## config.mk

```make
export PLATFORM = sky130hd
export DESIGN_NAME = mod_inv_seq
export DESIGN_NICKNAME = d
export VERILOG_FILES = /design/src/rtl/mod_inv_seq_pkg.sv /design/src/rtl/mod_half.sv /design/src/rtl/mod_mul.sv /design/src/rtl/mod_inv_seq.sv
export SDC_FILE = /design/constraint.sdc
export NUM_CORES = 1
export LEC_CHECK = 0
export CORE_MARGIN = 3
export CORE_UTILIZATION = 60
export DETAILED_ROUTE_END_ITERATION = 16
export DONT_BUFFER_PORTS = 1
export PLACE_DENSITY = 0.79
export SKIP_LAST_GASP = 1
export SYNTH_ARGS = -nofsm -noshare
export SYNTH_HDL_FRONTEND = slang
export SYNTH_SLANG_ARGS = --single-unit
```

## constraint.sdc

```tcl
create_clock -name clk -period 7.1 [get_ports clk]
set_clock_uncertainty 0.05 [all_clocks]
set_input_delay 1.42 -clock clk [delete_from_list [all_inputs] [get_ports clk]]
set_output_delay 1.42 -clock clk [all_outputs]
set_load 0.05 [all_outputs]
```

## src/rtl/mod_inv_seq_pkg.sv

```systemverilog
// Shared constants for the sequential modular inverse: operand width, watchdog bound, state codes.
package mod_inv_seq_pkg;

  localparam int unsigned len     = 32;
  localparam int unsigned MAX_CYC = 4 * len;
  localparam int unsigned CntW    = $clog2(MAX_CYC + 1);

  localparam logic [1:0] StIdle  = 2'd0;
  localparam logic [1:0] StRun   = 2'd1;
  localparam logic [1:0] StDone  = 2'd2;
  localparam logic [1:0] StCheck = 2'd3;

  // Operands for which the iteration is undefined or cannot converge.
  function automatic logic illegal_operands(input logic [len-1:0] a, input logic [len-1:0] r);
    return (a == '0) || (a >= r) || !r[0] || (r < len'(3));
  endfunction

endpackage

```

## src/rtl/mod_half.sv

```systemverilog
// Modular halving: x/2 mod r for odd r, with the (x+r) sum carried in len+1 bits.
module mod_half
  import mod_inv_seq_pkg::*;
(
  input  logic [len-1:0] x,
  input  logic [len-1:0] r,
  output logic [len-1:0] y
);

  logic [len:0] sum;
  logic         unused_lsb;

  assign sum = {1'b0, x} + (x[0] ? {1'b0, r} : '0);
  assign {y, unused_lsb} = sum;

endmodule

```

## src/rtl/mod_mul.sv

```systemverilog
// Combinational (a*b) mod r; only built when MOD_INV_VERIFY_EN is defined.
`ifdef MOD_INV_VERIFY_EN
module mod_mul
  import mod_inv_seq_pkg::*;
(
  input  logic [len-1:0] a,
  input  logic [len-1:0] b,
  input  logic [len-1:0] r,
  output logic [len-1:0] p
);

  logic [2*len-1:0] prod;
  logic [2*len-1:0] rem;
  logic [len-1:0]   unused_hi;

  assign prod = {{len{1'b0}}, a} * {{len{1'b0}}, b};
  assign rem  = prod % {{len{1'b0}}, r};
  assign {unused_hi, p} = rem;

endmodule
`endif

```

## src/rtl/mod_inv_seq.sv

```systemverilog
// Sequential a^-1 mod r via binary extended Euclid, one step per clock.
// Define MOD_INV_VERIFY_EN to add a CHECK state that re-multiplies the result.
module mod_inv_seq
  import mod_inv_seq_pkg::*;
(
  input  logic           clk,
  input  logic           rst,
  input  logic           in_valid,
  output logic           in_ready,
  input  logic [len-1:0] a,
  input  logic [len-1:0] r,
  output logic           out_valid,
  input  logic           out_ready,
  output logic [len-1:0] c,
  output logic           err
);

  logic [1:0]      state_q, state_d;
  logic [len-1:0]  r_q, r_d, u_q, u_d, v_q, v_d;
  logic [len-1:0]  x1_q, x1_d, x2_q, x2_d, c_q, c_d;
  logic            err_q, err_d;
  logic [CntW-1:0] cnt_q, cnt_d;
  logic [len-1:0]  x1_half, x2_half, x1_sub, x2_sub;

  mod_half u_half_x1 (.x(x1_q), .r(r_q), .y(x1_half));
  mod_half u_half_x2 (.x(x2_q), .r(r_q), .y(x2_half));

  // Wrap-around arithmetic is exact here: the true difference always lies in [0, r-1].
  assign x1_sub = x1_q - x2_q + ((x1_q >= x2_q) ? '0 : r_q);
  assign x2_sub = x2_q - x1_q + ((x2_q >= x1_q) ? '0 : r_q);

`ifdef MOD_INV_VERIFY_EN
  logic [len-1:0] a_q, a_d, prod;
  localparam logic [1:0] StSuccess = StCheck;
  mod_mul u_mul (.a(c_q), .b(a_q), .r(r_q), .p(prod));
`else
  localparam logic [1:0] StSuccess = StDone;
`endif

  always_comb begin
    state_d = state_q;
    r_d     = r_q;
    u_d     = u_q;
    v_d     = v_q;
    x1_d    = x1_q;
    x2_d    = x2_q;
    c_d     = c_q;
    err_d   = err_q;
    cnt_d   = cnt_q;
`ifdef MOD_INV_VERIFY_EN
    a_d     = a_q;
`endif
    case (state_q)
      StIdle: begin
        if (in_valid) begin
`ifdef MOD_INV_VERIFY_EN
          a_d = a;
`endif
          r_d   = r;
          c_d   = '0;
          if (illegal_operands(a, r)) begin
            err_d   = 1'b1;
            state_d = StDone;
          end else begin
            err_d   = 1'b0;
            u_d     = a;
            v_d     = r;
            x1_d    = len'(1);
            x2_d    = '0;
            cnt_d   = '0;
            state_d = StRun;
          end
        end
      end
      StRun: begin
        cnt_d = cnt_q + CntW'(1);
        if (u_q == len'(1)) begin
          c_d     = x1_q;
          state_d = StSuccess;
        end else if (v_q == len'(1)) begin
          c_d     = x2_q;
          state_d = StSuccess;
        end else if ((u_q == '0) || (v_q == '0) || (cnt_q == CntW'(MAX_CYC))) begin
          err_d   = 1'b1;
          c_d     = '0;
          state_d = StDone;
        end else if (!u_q[0]) begin
          u_d  = u_q >> 1;
          x1_d = x1_half;
        end else if (!v_q[0]) begin
          v_d  = v_q >> 1;
          x2_d = x2_half;
        end else if (u_q >= v_q) begin
          u_d  = u_q - v_q;
          x1_d = x1_sub;
        end else begin
          v_d  = v_q - u_q;
          x2_d = x2_sub;
        end
      end
      StDone: begin
        if (out_ready) state_d = StIdle;
      end
`ifdef MOD_INV_VERIFY_EN
      StCheck: begin
        if (prod != len'(1)) begin
          err_d = 1'b1;
          c_d   = '0;
        end
        state_d = StDone;
      end
`endif
      default: state_d = StIdle;
    endcase
  end

  always_ff @(posedge clk or posedge rst) begin
    if (rst) begin
      state_q <= StIdle;
      r_q     <= '0;
      u_q     <= '0;
      v_q     <= '0;
      x1_q    <= '0;
      x2_q    <= '0;
      c_q     <= '0;
      err_q   <= 1'b0;
      cnt_q   <= '0;
`ifdef MOD_INV_VERIFY_EN
      a_q     <= '0;
`endif
    end else begin
      state_q <= state_d;
      r_q     <= r_d;
      u_q     <= u_d;
      v_q     <= v_d;
      x1_q    <= x1_d;
      x2_q    <= x2_d;
      c_q     <= c_d;
      err_q   <= err_d;
      cnt_q   <= cnt_d;
`ifdef MOD_INV_VERIFY_EN
      a_q     <= a_d;
`endif
    end
  end

  assign in_ready  = (state_q == StIdle);
  assign out_valid = (state_q == StDone);
  assign c         = c_q;
  assign err       = err_q;

endmodule

```

==> impl_metrics.csv, run 1 <==
group,metric,value,unit
setup_path,crit_arrival,6.80,ns
floorplan,die_h,202,um
timing,final.period_utilization,90.6,%
clock_tree,cts_buffers,26,
synthesis,async_flop_share,100,%
timing,drv_slew,0,
layout,area_growth,5.76,%
synthesis,synth_edf_count,0,
clock_tree,cts_tree,"yes",
setup_path,cp-end-kind,"flop",
clock_tree,clkLatencyLatePin,0.59,ns
setup_path,cp_data_required_time,7.47,ns
drt,vias_per_cell,6.59,
drt,dr.pass1.iters,7,
run,maxCapViolCount,0,
timing,min_period,6.43,ns
synthesis,syn_nets,3275,
global_routing,overflow,0,
synthesis,synth_cells,2885,
timing,max_clock_freq,156,MHz
drt,drt_wl_total,76100,um
global_routing,track_usage,36.5,%
synthesis,syn_avg_cell_area,8.00,um2
layout,drive_gt1_share,5.01,%
placement,dp_hpwl,58600,um
timing,relSlewSlack,25.1,%
floorplan,die_area,0.0409,mm2
timing,fin_setup_tns,0,ns
clock_tree,cts-resized-gates,0,
layout,fill_cells,3221,
layout,diodes,0,
drt,vias,22100,
synthesis,synth_top_area_share,22.0,%
timing,rsz0062_at_grt,"no",
hold_path,hold_class,"reg2reg",
clock_tree,ctsHoldBuffers,0,
global_routing,antenna_found_initial,0,
floorplan,ios,103,
global_routing,grt_start_max_net_pins,76,
run_status,status,"finished, final reports clean",
global_routing,grt_pass1_wl,120000,um
clock_tree,clk_path_buf_depth,3,
floorplan,chipWidth,202,um
placement,gp_congestion,1.02,
drt,drc_errors,0,
setup_path,start_kind,"flop",
synthesis,synthDistinctLibCells,91,
synthesis,yosysSeqAreaShare,22.0,%
drt,drt_iter0_drc,2165,
floorplan,core_area,0.0378,mm2
timing,tightest_slew,1.12,ns
synthesis,synthFlopType,"dfrtp_1",
clock_tree,cts.sinks,203,
synthesis,ys_warn_count,0,
floorplan,floorplan.initialDensity,61.1,%
global_routing,grt_pass1_vias,21500,
setup_path,worstSetupPathType,"reg2reg",
clock_tree,postCtsSetupBuffers,0,
clock_tree,clk_pin_slew,0.06,ns
synthesis,ys_seq_elements,203,
layout,fin_nets,3207,
drt,postRouteAntennaNets,0,
synthesis,yosys-top-cells-area,"dfrtp_1, ha_1, inv_1",
synthesis,synth_area,0.0231,mm2
timing,setup_viol,0,
clock_tree,root_buffer,"clkbuf_16",
setup_path,critPathMaxFanout,11,
synthesis,synth_top_cell_by_area,"dfrtp_1",
drt,routedWlPerCell,22.7,um
floorplan,fp-row-count,71,
clock_tree,htreeDepth,1,
placement,io_buffers,0,
timing,final_hold_viol_count,0,
-- registers in the layout, indices dropped and copies added (netlist names) --
name and flops:
v_q 32, cnt_q 8, state_q 2, u_q 32, err 1, r_q 32, x2_q 32, c 32
x1_q 32
-- area by class of cell --
class,count,area (um2),area share [%]
Multi-Input combinational cell,2198,16200,66.4
Sequential cell,203,5080,20.8
Inverter,355,1340,5.49
Clock buffer,32,683,2.80
Tap cell,511,639,2.62
Timing Repair Buffer,33,248,1.02
Clock inverter,14,204,0.836
-- metal layers --
metal,vias to the layer above,global-route usage (%),part of all wire (%)
met2,1088,58.8,45
met1,10600,48.8,41
met3,181,7.25,9.9
met4,0,13.8,4.2
met5,-,0,0
li1,10200,-,-
-- cells in the mapped netlist (all sizes together) (28+ instances only) --
library cell	count
a21o	72
and2	78
xnor2	103
nand2	254
dfrtp	203
xor2	56
ha	256
a211oi	35
clkbuf	98
nand2b	28
buf	31
nor4	40
a21oi	199
nor2b	28
fa	66
o21ai	210
a31oi	39
o21a	29
inv	355
mux2	35
nor2	134
a222oi	32
nand3	33
a221oi	55
nor3	92
nand4	46
o22ai	32
-- layout by cell type (no fill, tap or decap), drive strengths merged, types with 6 or more instances in the layout --
master	netlist	routed
a2111oi	9	9
a211o	7	7
a211oi	35	35
a21boi	8	8
a21o	72	72
a21oi	199	199
a221oi	55	55
a222oi	32	32
a31oi	39	39
and2	78	78
and3	23	23
and4	10	10
buf	31	33
clkbuf	98	32
clkinv	0	9
dfrtp	203	203
fa	66	66
ha	256	256
inv	355	356
mux2	35	35
mux2i	11	11
nand2	254	254
nand2b	28	28
nand3	33	33
nand4	46	46
nor2	134	134
nor2b	28	28
nor3	92	92
nor4	40	40
o2111ai	6	6
o211ai	27	27
o21a	29	29
o21ai	210	210
o21bai	25	25
o221ai	8	8
o22ai	32	32
o31ai	18	18
or3	12	12
xnor2	103	103
xor2	56	56
-- cells by family after synthesis --
family	count (synthesis)	synth area share [%]
xor gates and xnor gates	159	6.03
and+or+nand+nor	800	17.1
adders and majority gates	322	19.6
muxes	46	2.19
buffers and inverters	484	8.01
AOI/OAI and AO/OA	871	25.0
DFF	203	22.0
-- path summary, 6_finish.rpt --
| check | slack [ns] | cells after the start | end | from |
|---|---|---|---|---|
| worst max-delay path | 0.67 | 22 | x1_q[30] | x1_q[30] |
| worst min-delay path | 0.50 | 2 | u_q[21] | u_q[21] |
| worst max register to register | 0.67 | 22 | x1_q[30] | x1_q[30] |
| worst min register to register | 0.50 | 2 | u_q[21] | u_q[21] |
| max in group asynchronous | 4.87 | 2 | c[28] | rst |
| min in group asynchronous | 0.71 | 1 | v_q[4] | rst |
-- per-stage QoR --
step	util [%]	setup WS [ns]	hold WS, ns	cell area, um2	cells
after global routing	64.6	0.302	0.536	24400	3346
after floorplan	-	0.0909	0.434	23100	2885
after global placement	62.3	0.914	0.463	23500	3300
after detailed placement	62.3	0.721	0.482	23500	3300
after CTS	64.6	0.712	0.496	24400	3346
final	64.6	0.671	0.496	24400	3346
-- critical path: stages, from the launching register on --
cell	delay [ns]
dfrtp_1	0.53
inv_1	0.14
ha_1	0.34
nand4_1	0.12
nor4_1	0.58
buf_4	0.24
a21oi_1	0.13
a31oi_2	0.55
nand2_1	0.18
fa_1	0.56
inv_1	0.04
ha_1	0.32
nor2b_1	0.17
o31ai_1	0.57
a2111o_1	0.28
nor4b_1	0.26
buf_4	0.17
or2_1	0.12
o2111ai_1	0.19
a31o_1	0.25
a21oi_1	0.17
xor2_1	0.17
o221ai_1	0.14
Power of run 1 is left out: the tool's default activity adds up to more than one toggle a clock period on the data nets, which glitch-free logic cannot reach.
==> run 2: changes to the inputs <==
--- a/config.mk
+++ b/config.mk
@@ -5,11 +5,13 @@
 export SDC_FILE = /design/constraint.sdc
 export NUM_CORES = 1
 export LEC_CHECK = 0
-export CORE_MARGIN = 3
+export CORE_MARGIN = 2
 export CORE_UTILIZATION = 60
+export CTS_CLUSTER_DIAMETER = 50
 export DETAILED_ROUTE_END_ITERATION = 16
 export DONT_BUFFER_PORTS = 1
 export PLACE_DENSITY = 0.79
+export SETUP_SLACK_MARGIN = 0.1
 export SKIP_LAST_GASP = 1
 export SYNTH_ARGS = -nofsm -noshare
 export SYNTH_HDL_FRONTEND = slang
==> impl_metrics.csv, run 2 (same netlist as run 1, synthesis figures left out) <==
group,metric,value,unit
clock_tree,clk_path_buf_depth,3,
drt,dr.pass1.iters,8,
floorplan,core_area,0.0378,mm2
setup_path,cp-end-kind,"flop",
placement,dp_hpwl,58300,um
drt,vias,22200,
clock_tree,clkLatencyLatePin,0.56,ns
timing,final.period_utilization,90.7,%
layout,diodes,0,
drt,drc_errors,0,
clock_tree,clk_pin_slew,0.05,ns
layout,final_cells,3365,
drt,routedWlPerCell,22.6,um
clock_tree,ctsHoldBuffers,0,
layout,fin_nets,3219,
drt,drt_iter0_drc,2471,
clock_tree,htreeDepth,2,
run,maxCapViolCount,0,
drt,postRouteAntennaNets,0,
floorplan,die_area,0.0400,mm2
layout,fill_cells,3163,
timing,relSlewSlack,26.3,%
floorplan,die_h,200,um
layout,drive_gt1_share,5.68,%
hold_path,hold_class,"reg2reg",
layout,layout_commonest_cell,"inv_1",
placement,gp_congestion,1.02,
setup_path,start_kind,"flop",
layout,final_cell_mix,"inv_1, ha_1, nand2_1",
clock_tree,root_buffer,"clkbuf_16",
clock_tree,cts-resized-gates,0,
placement,io_buffers,0,
timing,max_clock_freq,155,MHz
clock_tree,cts.sinks,203,
timing,rsz0062_at_grt,"no",
floorplan,chipWidth,200,um
global_routing,overflow,0,
clock_tree,postCtsSetupBuffers,0,
timing,drv_slew,0,
layout,area_growth,7.50,%
layout,final_util,65.7,%
drt,drt_wl_total,76000,um
timing,final_hold_viol_count,0,
placement,pre_cts_slack,0.740,ns
clock_tree,cts_buffers,37,
timing,setup_viol,0,
timing,tightest_slew,1.10,ns
global_routing,antenna_found_initial,1,
timing,fin_setup_tns,0,ns
floorplan,fp-row-count,71,
global_routing,track_usage,37.6,%
placement,placed_cells,3301,
global_routing,grt_start_max_net_pins,129,
floorplan,floorplan.initialDensity,61.1,%
run_status,status,"finished, final reports clean",
setup_path,critPathMaxFanout,11,
drt,vias_per_cell,6.59,
timing,min_period,6.44,ns
setup_path,cp_data_required_time,7.43,ns
global_routing,grt_pass1_vias,21800,
timing,setup_ws,0.658,ns
floorplan,ios,103,
setup_path,worstSetupPathType,"reg2reg",
clock_tree,cts_tree,"yes",
global_routing,grt_pass1_wl,120000,um
setup_path,crit_arrival,6.78,ns
## run 2: cell types whose count changed in the layout (fill, tap and decap cells not counted), moves of 2 or more
cell        delta
inv_6          +3
clkbuf_16     +11
clkinv_4       -2
clkbuf_8       +6
clkinvlp_4     +3
## run 2: worst paths after layout
path,start,end,slack (ns),depth (start not counted)
max,x1_q[29],x1_q[28],0.66,23
min,u_q[13],u_q[13],0.48,2
max reg2reg,x1_q[29],x1_q[28],0.66,23
min reg2reg,u_q[13],u_q[13],0.48,2
max in group asynchronous,rst,x1_q[30],5.10,2
min in group asynchronous,rst,r_q[0],0.70,1
## run 2: worst max-delay path, cell delays in order, from the launching register on
cell	delay, ns
dfrtp_1	0.51
inv_1	0.14
ha_1	0.32
nand4_1	0.16
nor4_1	0.56
buf_4	0.23
a21oi_1	0.13
a31oi_2	0.55
buf_4	0.29
nand2_1	0.10
fa_1	0.56
inv_1	0.05
ha_1	0.39
and4_1	0.27
nand3_1	0.13
a2111o_1	0.38
nor4b_1	0.15
buf_4	0.15
or2_1	0.26
o2111ai_1	0.31
nand2_1	0.12
xnor2_1	0.15
mux2i_1	0.20
o22ai_1	0.10
## run 2: final cells by class
class / count / area [um2] / area share (%)
clock inverters: 16 / 236 / 0.953
repair buffers: 34 / 268 / 1.08
clock buffers: 48 / 1040 / 4.18
inverters: 355 / 1340 / 5.39
well taps: 511 / 639 / 2.58
flip-flops and latches: 203 / 5080 / 20.5
multi-input cells: 2198 / 16200 / 65.3
## run 2: per-layer routing
layer	wire (um)	GRT usage, %
met5	14	0
met1	30800	49.7
met3	7950	8.05
met2	34100	59.5
met4	3140	16.7
## run 2: stage by stage
step,hold slack (ns),instance area (um2)
final,0.478,24800
after global routing,0.521,24800
after CTS,0.478,24800
after detailed placement,0.467,23500
after global placement,0.450,23500
after floorplan,0.434,23100
Power of run 2 is left out for the same reason.
==> variant (settings of run 1) <==
Change the package constant `len` from 32 to 16.
--- a/src/rtl/mod_inv_seq_pkg.sv
+++ b/src/rtl/mod_inv_seq_pkg.sv
@@ -1,7 +1,7 @@
 // Shared constants for the sequential modular inverse: operand width, watchdog bound, state codes.
 package mod_inv_seq_pkg;
 
-  localparam int unsigned len     = 32;
+  localparam int unsigned len     = 16;
   localparam int unsigned MAX_CYC = 4 * len;
   localparam int unsigned CntW    = $clog2(MAX_CYC + 1);
 
Interface: changed (resized a, c and r); port bits go from 103 to 55. No check against the original RTL was run, so the function may have changed too.
==> variant against run 1 <==
Sequential cell count decreased by 97; routed wire length decreased by 54%; design area decreased by 51%; worst setup slack improved by 0.88 ns; synthesized area decreased by 50%; hold slack got worse by 0.029 ns; critical path depth decreased by 3; critical endpoint is now x2_q[15]; largest cell class unchanged.
Power is left out: the tool's default activity adds up to more than one toggle a clock period on the data nets, which glitch-free logic cannot reach.
==> variant: results <==
run_status:
  status: "complete, no violations"
layout:
  insertedDiodeCount: 0
  final_layout_size_suffix_gt1_share_pct: 5.20
  fillCellCount: 1663
  nNetsFinal: 1596
clocking:
  cts.repair.resized: 0
  clockBufferDepth: 2
  cts.clk_slew.worst_paths_ns: 0.08
  h-tree-depth: 3
  cts_buffers: 9
  clock-root-buffer: "clkbuf_16"
  cts_setup_buffers: 0
  insertion_delay_ns: 0.38
global_route:
  grt_pass1_vias: 10353
  grt_pass1_wl_um: 55200
  grt_max_degree: 71
  antenna_found_initial: 1
  gr-usage-all-layers_pct: 33.8
critical_path:
  r2r_cells: 19
  slowest_stage: "dfrtp_1"
  r2r_end: "x2_q[15]"
  critPathMaxStageDelay_ns: 0.83
  cp.arrival_ns: 5.77
  worstReg2RegStart: "x1_q[0]"
  r2r_slack_ns: 1.55
  path_max_fanout: 22
worst_hold_path:
  hold_start: "cnt_q[0]"
  min_path_cells: 1
  hold_class: "reg -> reg"
  holdPathEnd: "cnt_q[0]"
synthesis:
  synth_cell_types: 83
  synth-async-reset-ratio_pct: 100
  yosysWarnings: 0
  seq_area_frac_synth_pct: 23.0
  ys.flop_type: "dfrtp_1"
  synthTopCellsByArea: "dfrtp_1 23%, ha_1 14%, fa_1 5.9%, inv_1 5.1%, a21oi_1 4.7%"
  synth_commonest_cells: "157 x inv_1, 128 x ha_1, 128 x nand2_1"
  syn_nets: 1633
drt:
  via_per_inst: 6.38
  first_iter_violations: 852
  dr.pass1.iters: 5
  totalWireLength_um: 34600
placed_design:
  dp_hpwl_um: 26300
  gp_congestion: 0.955
  port_buffers: 0
sta:
  relSlewSlack_pct: 21.1
  setup_viol: 0
flow_run:
  cap_violations: 0
## variant: cell types whose count changed after synthesis, sizes merged, moves of 58 or more
cell	change
ha	-128
a21oi	-88
nand2	-124
inv	-198
xnor2	-61
dfrtp	-97
clkbuf	-58
o21ai	-114
## variant: area by class of cell
cell class                 instances  area share (%)
sequential                       106            22.1
inverter                         158            4.97
clock buffer                      10            1.99
timing repair buffer              13           0.814
clock inverter                     6           0.595
tap                              260            2.71
multi-input combinational       1110            66.8
## variant: metal layers
| metal | up-vias | wire, um | track usage (%) | part of all wire [%] |
|---|---|---|---|---|
| met4 | 0 | 2150 | 20.0 | 6.2 |
| met5 | - | 0 | 0 | 0 |
| met2 | 475 | 15900 | 54.5 | 46 |
| li1 | 4990 | - | - | - |
| met3 | 138 | 2630 | 6.15 | 7.6 |
| met1 | 5011 | 14000 | 42.5 | 40 |
## variant: critical path, delay by kind of cell (launching register included)
family                     cells  cell delay [ns]
AOI/OAI and AO/OA              8             2.12
xor gates and xnor gates       1             0.09
adders and majority gates      3             1.13
buffers and inverters          1             0.04
DFF                            1             0.83
and+or+nand+nor                6             1.18
## variant: per-stage QoR
| stage | hold slack, ns | area (um2) | instances | setup slack [ns] |
|---|---|---|---|---|
| global placement | 0.443 | 11700 | 1647 | 1.74 |
| floorplan | 0.428 | 11500 | 1435 | 2.03 |
| finish | 0.467 | 12000 | 1663 | 1.55 |
| CTS | 0.471 | 12000 | 1663 | 1.64 |
| detailed placement | 0.455 | 11700 | 1647 | 1.61 |
| global route | 0.487 | 12000 | 1663 | 1.06 |
## variant: logic make-up after synthesis
logic type	share of synthesized area, %
compound gates	23.1
xor+xnor	5.69
fa+ha+maj	19.8
buf+inv	7.83
flops	23.0
mux	2.09
simple gates	18.6
## variant: how the worst max path moves through the flow
stage | start | endpoint | slack (ns)
after floorplan | x1_q[7] | x1_q[14] | 2.03
after detailed placement | x1_q[0] | x2_q[15] | 1.61
after CTS | x1_q[0] | x2_q[15] | 1.64
final | x1_q[0] | x2_q[15] | 1.55
after global placement | x1_q[6] | x1_q[14] | 1.74
after global routing | x1_q[0] | x2_q[15] | 1.06
